--- src/rtl/midi_pkg.sv ---
// Shared MIDI definitions: status nibbles, message kinds, allocator FSM states.
package midi_pkg;

    localparam logic [3:0] ST_NOTE_OFF      = 4'h8;
    localparam logic [3:0] ST_NOTE_ON       = 4'h9;
    localparam logic [3:0] ST_CTRL          = 4'hB;
    localparam logic [6:0] ALL_NOTES_OFF_CC = 7'd123;

    typedef enum logic [1:0] {MSG_NONE, MSG_ON, MSG_OFF, MSG_ALLOFF} msg_kind_t;

    typedef enum logic [1:0] {S_IDLE, S_SCAN, S_COMMIT} fsm_state_t;

    typedef struct packed {
        logic [7:0] status;
        logic [7:0] d1;
        logic [7:0] d2;
    } midi_msg_t;

endpackage

--- src/rtl/midi_msg_decode.sv ---
// Channel filter and message classification for a parsed 3-byte MIDI message.
module midi_msg_decode
    import midi_pkg::*;
#(
    parameter int CHANNEL = 0,
    parameter int OMNI    = 0
) (
    input  logic [7:0] i_status,
    input  logic [7:0] i_data1,
    input  logic [7:0] i_data2,
    output msg_kind_t  o_kind
);

    logic w_chan_ok;
    logic w_unused;

    assign w_chan_ok = (OMNI != 0) || (i_status[3:0] == 4'(CHANNEL));
    // Data bytes are 7-bit; the top bits carry no meaning here.
    assign w_unused  = ^{i_data1[7], i_data2[7]};

    always_comb begin
        o_kind = MSG_NONE;
        if (w_chan_ok) begin
            case (i_status[7:4])
                ST_NOTE_ON:  o_kind = (i_data2[6:0] != 7'd0) ? MSG_ON : MSG_OFF;
                ST_NOTE_OFF: o_kind = MSG_OFF;
                ST_CTRL:     if (i_data1[6:0] == ALL_NOTES_OFF_CC) o_kind = MSG_ALLOFF;
                default:     o_kind = MSG_NONE;
            endcase
        end
    end

endmodule

--- src/rtl/midi_voice_alloc.sv ---
// Polyphonic voice allocator: one-deep message capture, per-voice scan, commit with LRU stealing.
module midi_voice_alloc
    import midi_pkg::*;
#(
    parameter int NUM_VOICES = 4,
    parameter int CHANNEL    = 0,
    parameter int OMNI       = 0
) (
    input  logic                    i_clk,
    input  logic                    i_rst,
    input  logic [7:0]              i_midi_status,
    input  logic [7:0]              i_midi_data1,
    input  logic [7:0]              i_midi_data2,
    input  logic                    i_midi_msg_rdy,
    output logic [NUM_VOICES-1:0]   o_voice_gate,
    output logic [7*NUM_VOICES-1:0] o_voice_note,
    output logic [7*NUM_VOICES-1:0] o_voice_vel,
    output logic [NUM_VOICES-1:0]   o_voice_trig,
    output logic                    o_busy,
    output logic                    o_overflow
);

    localparam int             IW       = (NUM_VOICES > 1) ? $clog2(NUM_VOICES) : 1;
    localparam logic [IW-1:0]  LAST_IDX = IW'(NUM_VOICES - 1);

    fsm_state_t                       r_state, w_next;
    logic                             r_rdy_prev;
    logic                             r_pend_vld;
    midi_msg_t                        r_pend;
    logic                             r_overflow;
    msg_kind_t                        r_kind;
    logic [6:0]                       r_wnote, r_wvel;
    logic [IW-1:0]                    r_idx;
    logic                             r_match_found, r_free_found;
    logic [IW-1:0]                    r_match, r_free, r_oldest;
    logic [NUM_VOICES-1:0]            r_gate, r_trig;
    logic [NUM_VOICES-1:0][6:0]       r_note, r_vel;
    logic [NUM_VOICES-1:0][IW-1:0]    r_rank;

    msg_kind_t                        w_kind;
    logic                             w_rdy_rise;
    logic [IW-1:0]                    w_target;
    logic [IW-1:0]                    w_tgt_rank;

    midi_msg_decode #(.CHANNEL(CHANNEL), .OMNI(OMNI)) u_decode (
        .i_status (r_pend.status),
        .i_data1  (r_pend.d1),
        .i_data2  (r_pend.d2),
        .o_kind   (w_kind)
    );

    assign w_rdy_rise = i_midi_msg_rdy && !r_rdy_prev;

    always_ff @(posedge i_clk) begin
        if (i_rst) r_state <= S_IDLE;
        else       r_state <= w_next;
    end

    always_comb begin
        w_next = r_state;
        case (r_state)
            S_IDLE:   if (r_pend_vld && w_kind != MSG_NONE) w_next = S_SCAN;
            S_SCAN:   if (r_idx == LAST_IDX) w_next = S_COMMIT;
            S_COMMIT: w_next = S_IDLE;
            default:  w_next = S_IDLE;
        endcase
    end

    // Target priority: same sounding note, then lowest free voice, then steal the oldest.
    always_comb begin
        w_target = r_oldest;
        if (r_match_found)     w_target = r_match;
        else if (r_free_found) w_target = r_free;
        w_tgt_rank = r_rank[w_target];
    end

    always_ff @(posedge i_clk) begin
        if (i_rst) begin
            r_rdy_prev    <= 1'b0;
            r_pend_vld    <= 1'b0;
            r_pend        <= '0;
            r_overflow    <= 1'b0;
            r_kind        <= MSG_NONE;
            r_wnote       <= '0;
            r_wvel        <= '0;
            r_idx         <= '0;
            r_match_found <= 1'b0;
            r_free_found  <= 1'b0;
            r_match       <= '0;
            r_free        <= '0;
            r_oldest      <= '0;
            r_gate        <= '0;
            r_trig        <= '0;
            r_note        <= '0;
            r_vel         <= '0;
            for (int v = 0; v < NUM_VOICES; v++) r_rank[v] <= IW'(v);
        end else begin
            r_rdy_prev <= i_midi_msg_rdy;
            r_trig     <= '0;

            if (w_rdy_rise) begin
                if (r_pend_vld) begin
                    r_overflow <= 1'b1;
                end else begin
                    r_pend_vld <= 1'b1;
                    r_pend     <= '{status: i_midi_status, d1: i_midi_data1, d2: i_midi_data2};
                end
            end

            case (r_state)
                S_IDLE: begin
                    if (r_pend_vld) begin
                        r_pend_vld    <= 1'b0;
                        r_kind        <= w_kind;
                        r_wnote       <= r_pend.d1[6:0];
                        r_wvel        <= r_pend.d2[6:0];
                        r_idx         <= '0;
                        r_match_found <= 1'b0;
                        r_free_found  <= 1'b0;
                        r_oldest      <= '0;
                    end
                end
                S_SCAN: begin
                    if (r_gate[r_idx] && r_note[r_idx] == r_wnote) begin
                        if (!r_match_found) begin
                            r_match_found <= 1'b1;
                            r_match       <= r_idx;
                        end
                        if (r_kind == MSG_OFF) r_gate[r_idx] <= 1'b0;
                    end
                    if (!r_gate[r_idx] && !r_free_found) begin
                        r_free_found <= 1'b1;
                        r_free       <= r_idx;
                    end
                    if (r_rank[r_idx] == LAST_IDX) r_oldest <= r_idx;
                    r_idx <= r_idx + IW'(1);
                end
                S_COMMIT: begin
                    if (r_kind == MSG_ON) begin
                        r_gate[w_target] <= 1'b1;
                        r_trig[w_target] <= 1'b1;
                        r_note[w_target] <= r_wnote;
                        r_vel[w_target]  <= r_wvel;
                        for (int v = 0; v < NUM_VOICES; v++) begin
                            if (IW'(v) == w_target)        r_rank[v] <= '0;
                            else if (r_rank[v] < w_tgt_rank) r_rank[v] <= r_rank[v] + IW'(1);
                        end
                    end else if (r_kind == MSG_ALLOFF) begin
                        r_gate <= '0;
                    end
                end
                default: ;
            endcase
        end
    end

    assign o_voice_gate = r_gate;
    assign o_voice_note = r_note;
    assign o_voice_vel  = r_vel;
    assign o_voice_trig = r_trig;
    assign o_busy       = (r_state != S_IDLE);
    assign o_overflow   = r_overflow;

endmodule

--- config.mk ---
export PLATFORM = sky130hd
export DESIGN_NAME = midi_voice_alloc
export DESIGN_NICKNAME = d
export VERILOG_FILES = /design/src/rtl/midi_pkg.sv /design/src/rtl/midi_msg_decode.sv /design/src/rtl/midi_voice_alloc.sv
export SDC_FILE = /design/constraint.sdc
export NUM_CORES = 1
export LEC_CHECK = 0
export BUFFER_PORTS_ARGS = -buffer_cell sky130_fd_sc_hd__buf_2
export CORE_MARGIN = 10
export CORE_UTILIZATION = 50
export DETAILED_ROUTE_END_ITERATION = 10
export GPL_TIMING_DRIVEN = 1
export PLACE_DENSITY = 0.81
export SYNTH_ARGS = -nofsm -noshare
export SYNTH_HDL_FRONTEND = slang
export SYNTH_SLANG_ARGS = --single-unit
--- constraint.sdc ---
create_clock -name i_clk -period 4.2 [get_ports i_clk]
set_input_delay 0.21 -clock i_clk [delete_from_list [all_inputs] [get_ports i_clk]]
set_output_delay 0.21 -clock i_clk [all_outputs]
set_load 0.02 [all_outputs]
* After elaboration in Yosys (flattened, before gate mapping)
Index checks and enable logic that the tools add are counted. W data, S select, Z words.
Word-level totals: register bits after elaboration 125, bits in latches 0, RAM bits 0, memory bits (read-only) 0, input port bits 27, output and inout bits 66, logic and storage cells 161, memories 0
Operators by class: $add $sub $neg 5, $mul 0, divide/modulo/power cells 0, order comparisons 8, equal/unequal tests 23, shifts and indexed selects 0, muxes and demuxes 50, bitwise logic cells 7, reductions and logical operators 38
Operators with widths (number):
- $bwmux W28 | 2
- $mux W2 | 19
- $reduce_and A3 Y1 | 8
- $mux W4 | 4
- $reduce_bool A2 Y1 | 8
- $bmux W7 S2 | 1
- $demux W7 S2 | 1
- $mux W7 | 2
- $ne A2 B2 Y1 const B | 7
- $reduce_and A2 Y1 | 7
- $eq A4 B4 Y1 const B | 3
- $pmux W2 S2 | 3
- $add A2 B1 Y2 const B | 5
- $eq A2 B2 Y1 const B | 5
- $mux W1 | 9
- $bmux W2 S2 | 2
- $lt A2 B2 Y1 | 4
- $pmux W4 S2 | 1
- $eq A7 B7 Y1 | 1
- $eq A7 B7 Y1 const B | 1
- $reduce_bool A7 Y1 | 1
- $logic_and A1 B1 Y1 | 6
- $lt A2 B3 Y1 const B | 2
- $pmux W2 S3 | 1
- other kinds (17) | 28

* Depth between registers and ports, before layout
Gate-level depths: netlist of run 1.
word-level depth 9, gate-level depth with buffers 12, depth with buffers taken out 10

* By module
From an unflattened synthesis of run 1, not the netlist that was laid out.
Second synthesis, totals: cells, all modules 616, area total of the unflattened synthesis 5148.7 sq um
Modules (own cells, without submodules):
- midi_voice_alloc | instances 1, cells each 604, area each 5052.3 sq um, sequential area each 2542.4 sq um
- midi_msg_decode | instances 1, cells each 12, area each 96.3 sq um, sequential area each 0.0 sq um

* Worst setup path before layout of run 1
No wires, ideal clock.
kind register to register, start reg r_free_found, end reg r_rank[5] (netlist name), library setup time 0.120 ns, arrival time 2.497 ns, slack 1.583 ns, cell stages (with the launch flop) 12, cells stage by stage dfxtp_1 clkbuf_1 mux2i_1 o21a_1 mux4_2 inv_1 ha_1 nor2_1 nand2_1 o21ai_0 nand2_1 a211o_1
On the way: longest elaborated chain between the ends 7, elaborated cells between the ends (all ways) 9, classes of those cells order compare (1); eq/ne (1); mux (5); reduce/logical (2)
RTL lines:
- start: declaration | RTL line midi_voice_alloc.sv:34 | logic r_match_found, r_free_found;
- start signal: assignment | RTL line midi_voice_alloc.sv:88 | r_free_found <= 1'b0;
- start signal: assignment | RTL line midi_voice_alloc.sv:119 | r_free_found <= 1'b0;
- start signal: assignment | RTL line midi_voice_alloc.sv:132 | r_free_found <= 1'b1;
- $mux W2 * | RTL line midi_voice_alloc.sv:73 | else if (r_free_found) w_target = r_free;
- $mux W2 * | RTL line midi_voice_alloc.sv:72 | if (r_match_found) w_target = r_match;
- $bmux W2 S2 | RTL line midi_voice_alloc.sv:74 | w_tgt_rank = r_rank[w_target];
- $mux W2 (not written as such) | RTL line midi_voice_alloc.sv:74
- $lt A2 B2 Y1 | RTL line midi_voice_alloc.sv:146 | else if (r_rank[v] < w_tgt_rank) r_rank[v] <= r_rank[v] + IW'(1);
- $reduce_bool A2 Y1 (no source line)
- $reduce_and A3 Y1 (no source line)
- end signal: indexed assignment | RTL line midi_voice_alloc.sv:145 | if (IW'(v) == w_target) r_rank[v] <= '0;
- end: declaration | RTL line midi_voice_alloc.sv:38 | logic [NUM_VOICES-1:0][IW-1:0] r_rank;
Mark *: on every way between the ends. The rest lies on a longest branch, timed or not. The select of a mux whose other input is x is not followed. A chain may end at the register's enable or synchronous reset.

* Worst setup path in the final report of run 1
start reg r_free_found, end reg r_rank[7] (netlist name)
The elaborated chain is that of the path after synthesis.

==> results of run 1 <==
cells in the final DEF (no fill, tap or decap), types with 4 or more instances in the layout:
cell type	count
mux4_1	6
mux2i_1	19
dfxtp_1	125
mux4_2	4
inv_1	9
nor3b_1	4
nor3_1	6
dlygate4sd3_1	23
clkbuf_16	16
inv_8	4
a311oi_1	4
o21ai_0	7
nand2b_1	7
nand2_1	171
inv_6	5
nand3_1	8
ha_1	8
nor2_1	41
buf_2	89
xnor2_1	4
a21oi_1	93
metal layers:
| layer | global-route usage [%] | vias up | part of all wire [%] |
|---|---|---|---|
| li1 | - | 2292 | - |
| met1 | 21.8 | 2301 | 41 |
| met2 | 33.4 | 185 | 51 |
| met3 | 4.91 | 20 | 6.9 |
| met4 | 6.26 | 0 | 1.2 |
| met5 | 0 | - | 0 |
area by class of cell:
cell class                      count  area, sq um
Clock buffer                       17          414
Inverter                            9         33.8
Fill cell                         819         3740
Clock inverter                     15          145
Timing Repair Buffer              115          698
Sequential cell                   125         2500
Tap cell                          136          170
Multi-Input combinational cell    439         2520
report_power, final:
group | switching (uW) | internal [uW]
combinational | 55.2 | 39.5
sequential | 15.2 | 1200
clock | 616 | 756
cell families (layout without fill, tap and decap cells):
group | count (synthesis) | count (layout)
mux | 29 | 29
flops | 125 | 125
simple gates | 263 | 263
fa+ha+maj | 8 | 8
buf+inv | 47 | 156
compound gates | 132 | 132
xor+xnor | 7 | 7
stage by stage:
stage | setup WS [ns] | area, sq um
global placement | 1.50 | 5700
detailed placement | 1.43 | 5700
global route | 1.18 | 6490
floorplan | 1.58 | 5230
CTS | 1.41 | 6490
finish | 1.36 | 6490
flip-flops by register name (all words and copies together) (netlist names):
| register | count |
|---|---|
| o_voice_note | 28 |
| o_voice_vel | 28 |
| r_pend | 22 |
| r_rank | 8 |
| r_wnote | 7 |
| r_wvel | 7 |
| o_voice_gate | 4 |
| o_voice_trig | 4 |
| r_free | 2 |
| r_idx | 2 |
| r_kind | 2 |
| r_match | 2 |
| r_oldest | 2 |
| r_state | 2 |
| o_overflow | 1 |
| r_free_found | 1 |
| r_match_found | 1 |
| r_pend_vld | 1 |
| r_rdy_prev | 1 |
path summary, 6_finish.rpt:
path,from,endpoint,slack (ns)
worst max-delay path,r_free_found,r_rank[7],1.36
worst min-delay path,i_rst,r_free_found,0.23
worst max register to register,r_free_found,r_rank[7],1.36
worst min register to register,r_pend[22],r_pend[22],0.45
critical path: cells and delay by family (launching register included):
kind | cells | cell delay [ns]
DFF | 1 | 0.44
adders and majority gates | 1 | 0.28
muxes | 2 | 0.82
AOI/OAI and AO/OA | 2 | 0.76
and+or+nand+nor | 2 | 0.26
buffers and inverters | 1 | 0.16
==> results.yml, run 1 <==
placement:
  place_inst: 801
  globalplace.congestion: 0.921
  dpl.hpwl_mm: 9.77
  portBuffers: 90
timing:
  tightest_slew_ns: 1.26
  fmax_mhz: 352
  fin_setup_tns_ns: 0
  holdWs_ns: 0.229
  slew_violations: 0
  grt_setup_unrepaired: "false"
  relSlewSlack_pct: 15.4
  setup_viol: 0
  layout_min_cycle_time_ns: 2.84
  min_period_over_period_pct: 67.6
  fin_skew_ns: 0.0120
  hold_violations: 0
final_layout:
  nNetsFinal: 742
  final_layout_size_suffix_gt1_share_pct: 19.3
  fin_util_pct: 63.4
  n_antenna_cell: 0
  fin_cells: 856
  syn2layout_area_growth_pct: 24.2
die:
  rows: 37
  core_region_area_sq_mm: 0.0102
  die_area_sq_mm: 0.0149
  ios: 93
  die_x_microns: 122
  die_h_microns: 122
  start_util_pct: 51.1
yosys:
  synthMuxAreaShare_pct: 8.38
  yosys.area_share.simple_pct: 21.9
  ys_ff_latch: 125
  yosysMostFrequentCell: "nand2_1"
  synth_nets: 646
  post_synth.cell_area_avg_sq_um: 8.55
  synth_top_cell_by_area: "dfxtp_1"
  synth_flop_cell: "dfxtp_1"
  synthesis.area_sq_mm: 0.00523
  synth_warnings: 0
  synth-adder-area-share_pct: 1.92
  synth_top_family_by_area: "simple AND/OR/NAND/NOR gates"
  synth_top_area_share_pct: 47.9
  syn_inst: 611
  synth_seq_area_share_pct: 47.9
  ys_top_cells_by_area: "dfxtp_1 (48%), nand2_1 (12%), a21oi_1 (8.9%), mux2i_1 (3.6%), mux4_1 (3.0%)"
  synth_cell_types: 53
  synthArstFlopShare_pct: 0
  synth_top_cells_by_count: "nand2_1 (171), dfxtp_1 (125), a21oi_1 (93)"
  synth_xor_area_share_pct: 1.60
  synth_compound_area_share_pct: 14.5
  synth-edff-count: 0
pwr:
  p_per_area_mw_per_mm2: 414
  ir_drop_uv: 299
  finalPower_uw: 2680
  p_leak_uw: 0.00247
route:
  dr.first_iter.drc_count: 431
  drc: 0
  antenna_left: 0
  via_count: 4798
  wl_per_cell_microns: 16.9
  drt_pass1_iterations: 5
  drt_wl_total_mm: 14.5
  viasPerCell: 5.61
cts:
  insertion_delay_ns: 0.52
  clock_sinks: 125
  cts_resized: 0
  htreeDepth: 4
  clk_pin_slew_worst_paths_ns: 0.06
  tritoncts: "done"
  root_buffer: "clkbuf_8"
  cts_buffers: 17
  post_cts_buffers: 0
  clockBufferDepth: 2
  hold_buffers: 23
critical_path:
  required_ns: 4.61
  start_kind: "register"
  critPathSlowestCell: "mux4_2"
  cp.arrival_ns: 3.25
  worst_r2r_path_depth: 8
  cpPeakStageDelay_ns: 0.54
  end_kind: "register"
  worstPathCellList: "mux2i_1 -> o21a_1 -> mux4_2 -> inv_1 -> ha_1 -> nor2_1 -> nand3_1 -> a311o_1"
  cp_max_fo: 7
  crit_type: "register to register"
global_route:
  grt_max_degree: 76
  antenna_found_initial: 0
  track_usage_pct: 18.9
  first_global_vias: 4661
  grt_pass1_wl_mm: 23.0
  grt-ovfl-total: 0
hold_path:
  min_path_type: "primary input to register"
  min_path_cells: 2
flow_run:
  maxCapViolCount: 0
status:
  status: "complete, no violations"
Power figures use the tool's default switching activity.
==> run 2: changes to the inputs <==
Clock period 4.2 ns to 2.8 ns, I/O delays scaled along.
==> results.yml, run 2 (synthesis gave the netlist of run 1 again) <==
status:
  status: "complete, no violations"
cts:
  htreeDepth: 4
  root_buffer: "clkbuf_8"
  clk_pin_slew_worst_paths_ns: 0.06
  insertion_delay_ns: 0.52
  clockBufferDepth: 2
  post_cts_buffers: 0
  clock_sinks: 125
  tritoncts: "done"
  cts_buffers: 17
critical_path:
  required_ns: 3.17
  cpPeakStageDelay_ns: 0.50
  critical-path-top-delay-family: "multiplexers"
  rr_startpoint: "r_free_found"
  start_kind: "register"
  end_kind: "register"
  worstPathCellList: "mux2i_1 -> o21a_1 -> mux4_2 -> inv_1 -> ha_1 -> nor2_1 -> nand2_1 -> a21oi_1 -> a2bb2oi_1 -> nor2_1"
  r2r_slack_ns: 0.27
  crit_top_cell: "nor2_1"
  cp.arrival_ns: 2.90
  critPathBufInv: 1
  critPathSlowestCell: "mux4_2"
  crit_start: "r_free_found"
  crit_type: "register to register"
  cp_max_fo: 6
timing:
  fin_skew_ns: 0.0128
  fmax_mhz: 395
  relSlewSlack_pct: 43.7
  grt_setup_unrepaired: "false"
  layout_min_cycle_time_ns: 2.53
  min_period_over_period_pct: 90.5
  hold_violations: 0
  tightest_slew_ns: 0.838
  fin_ws_ns: 0.266
  slew_violations: 0
  fin_setup_tns_ns: 0
  setup_viol: 0
global_route:
  grt_max_degree: 71
  grt_busiest_layer: "met2"
  gr-usage-met2_pct: 34.6
  grt_pass1_wl_mm: 23.7
  met1_usage_pct: 22.4
  first_global_vias: 4808
  grt-ovfl-total: 0
  antenna_found_initial: 0
  track_usage_pct: 19.3
  grtUsageMet3_pct: 3.90
placement:
  dp_worst_setup_slack_ns: 0.220
  portBuffers: 90
  place_inst: 814
  globalplace.congestion: 0.902
  dpl.hpwl_mm: 9.91
pwr:
  p_leak_uw: 0.00256
  p_per_area_mw_per_mm2: 624
  ir_drop_uv: 460
  finalPower_uw: 4140
final_layout:
  final_common_cell: "nand2_1"
  final_cell_mix: "nand2_1 (171), dfxtp_1 (124), a21oi_1 (93)"
  nNetsFinal: 755
  n_antenna_cell: 0
  fin_cells: 869
  syn2layout_area_growth_pct: 26.9
  fin_util_pct: 64.8
  final_layout_size_suffix_gt1_share_pct: 20.9
route:
  via_count: 4879
  drt_pass1_iterations: 7
  dr.first_iter.drc_count: 488
  drc: 0
  antenna_left: 0
  wl_per_cell_microns: 16.6
  viasPerCell: 5.61
  drt_wl_total_mm: 14.5
die:
  die_h_microns: 122
  ios: 93
  start_util_pct: 51.1
  core_region_area_sq_mm: 0.0102
  rows: 37
  die_x_microns: 122
  die_area_sq_mm: 0.0149
hold_path:
  min_path_type: "primary input to register"
  min_from: "i_rst"
flow_run:
  maxCapViolCount: 0
run 2: cell count changes in the layout (fill, tap and decap cells not counted), sizes merged:
cell / previous run / this run
bufinv: 0 / 2
clkinvlp: 3 / 0
buf: 92 / 105
inv: 18 / 16
clkinv: 3 / 6
run 2: final cells by class:
type / instances / area (sq um)
Clock buffer: 17 / 414
Clock inverter: 15 / 175
Fill cell: 852 / 3600
Timing Repair Buffer: 128 / 808
Multi-Input combinational cell: 439 / 2520
Sequential cell: 125 / 2500
Tap cell: 136 / 170
Inverter: 9 / 33.8
run 2: final timing paths:
kind,end,depth (start not counted)
setup / recovery,r_rank[1],10
hold / removal,o_voice_note[2],2
setup reg to reg,r_rank[1],10
hold reg to reg,o_voice_vel[14],2
run 2: report_power, final:
part / total [uW] / internal, uW / switching (uW)
clock network: 2170 / 1300 / 869
logic: 148 / 63.5 / 84.5
registers: 1830 / 1800 / 22.8
run 2: worst reg2reg max path: stages (launching register included):
cell and delay [ns]:
dfxtp_2 0.38, mux2i_1 0.26, o21a_1 0.18, mux4_2 0.50
inv_1 0.15, ha_1 0.26, nor2_1 0.13, nand2_1 0.09
a21oi_1 0.20, a2bb2oi_1 0.19, nor2_1 0.05
run 2: per-layer routing:
layer  vias up  part of all wire (%)
met3        21                   7.1
met2       199                    52
li1       2323                     -
met1      2336                    39
met4         0                   1.9
met5         -                     0
run 2: what timing repair did:
action	in CTS	in global routing
setup endpoints to repair	0	1
hold buffers	23	0
endpoints found under the hold margin	24	0
gates resized for setup	0	1
run 2: stage by stage:
| stage | cell area, sq um | hold WS [ns] |
|---|---|---|
| after floorplan | 5230 | 0.268 |
| after global placement | 5810 | 0.386 |
| after detailed placement | 5810 | 0.386 |
| after CTS | 6630 | 0.146 |
| after global routing | 6630 | 0.201 |
| final | 6630 | 0.162 |
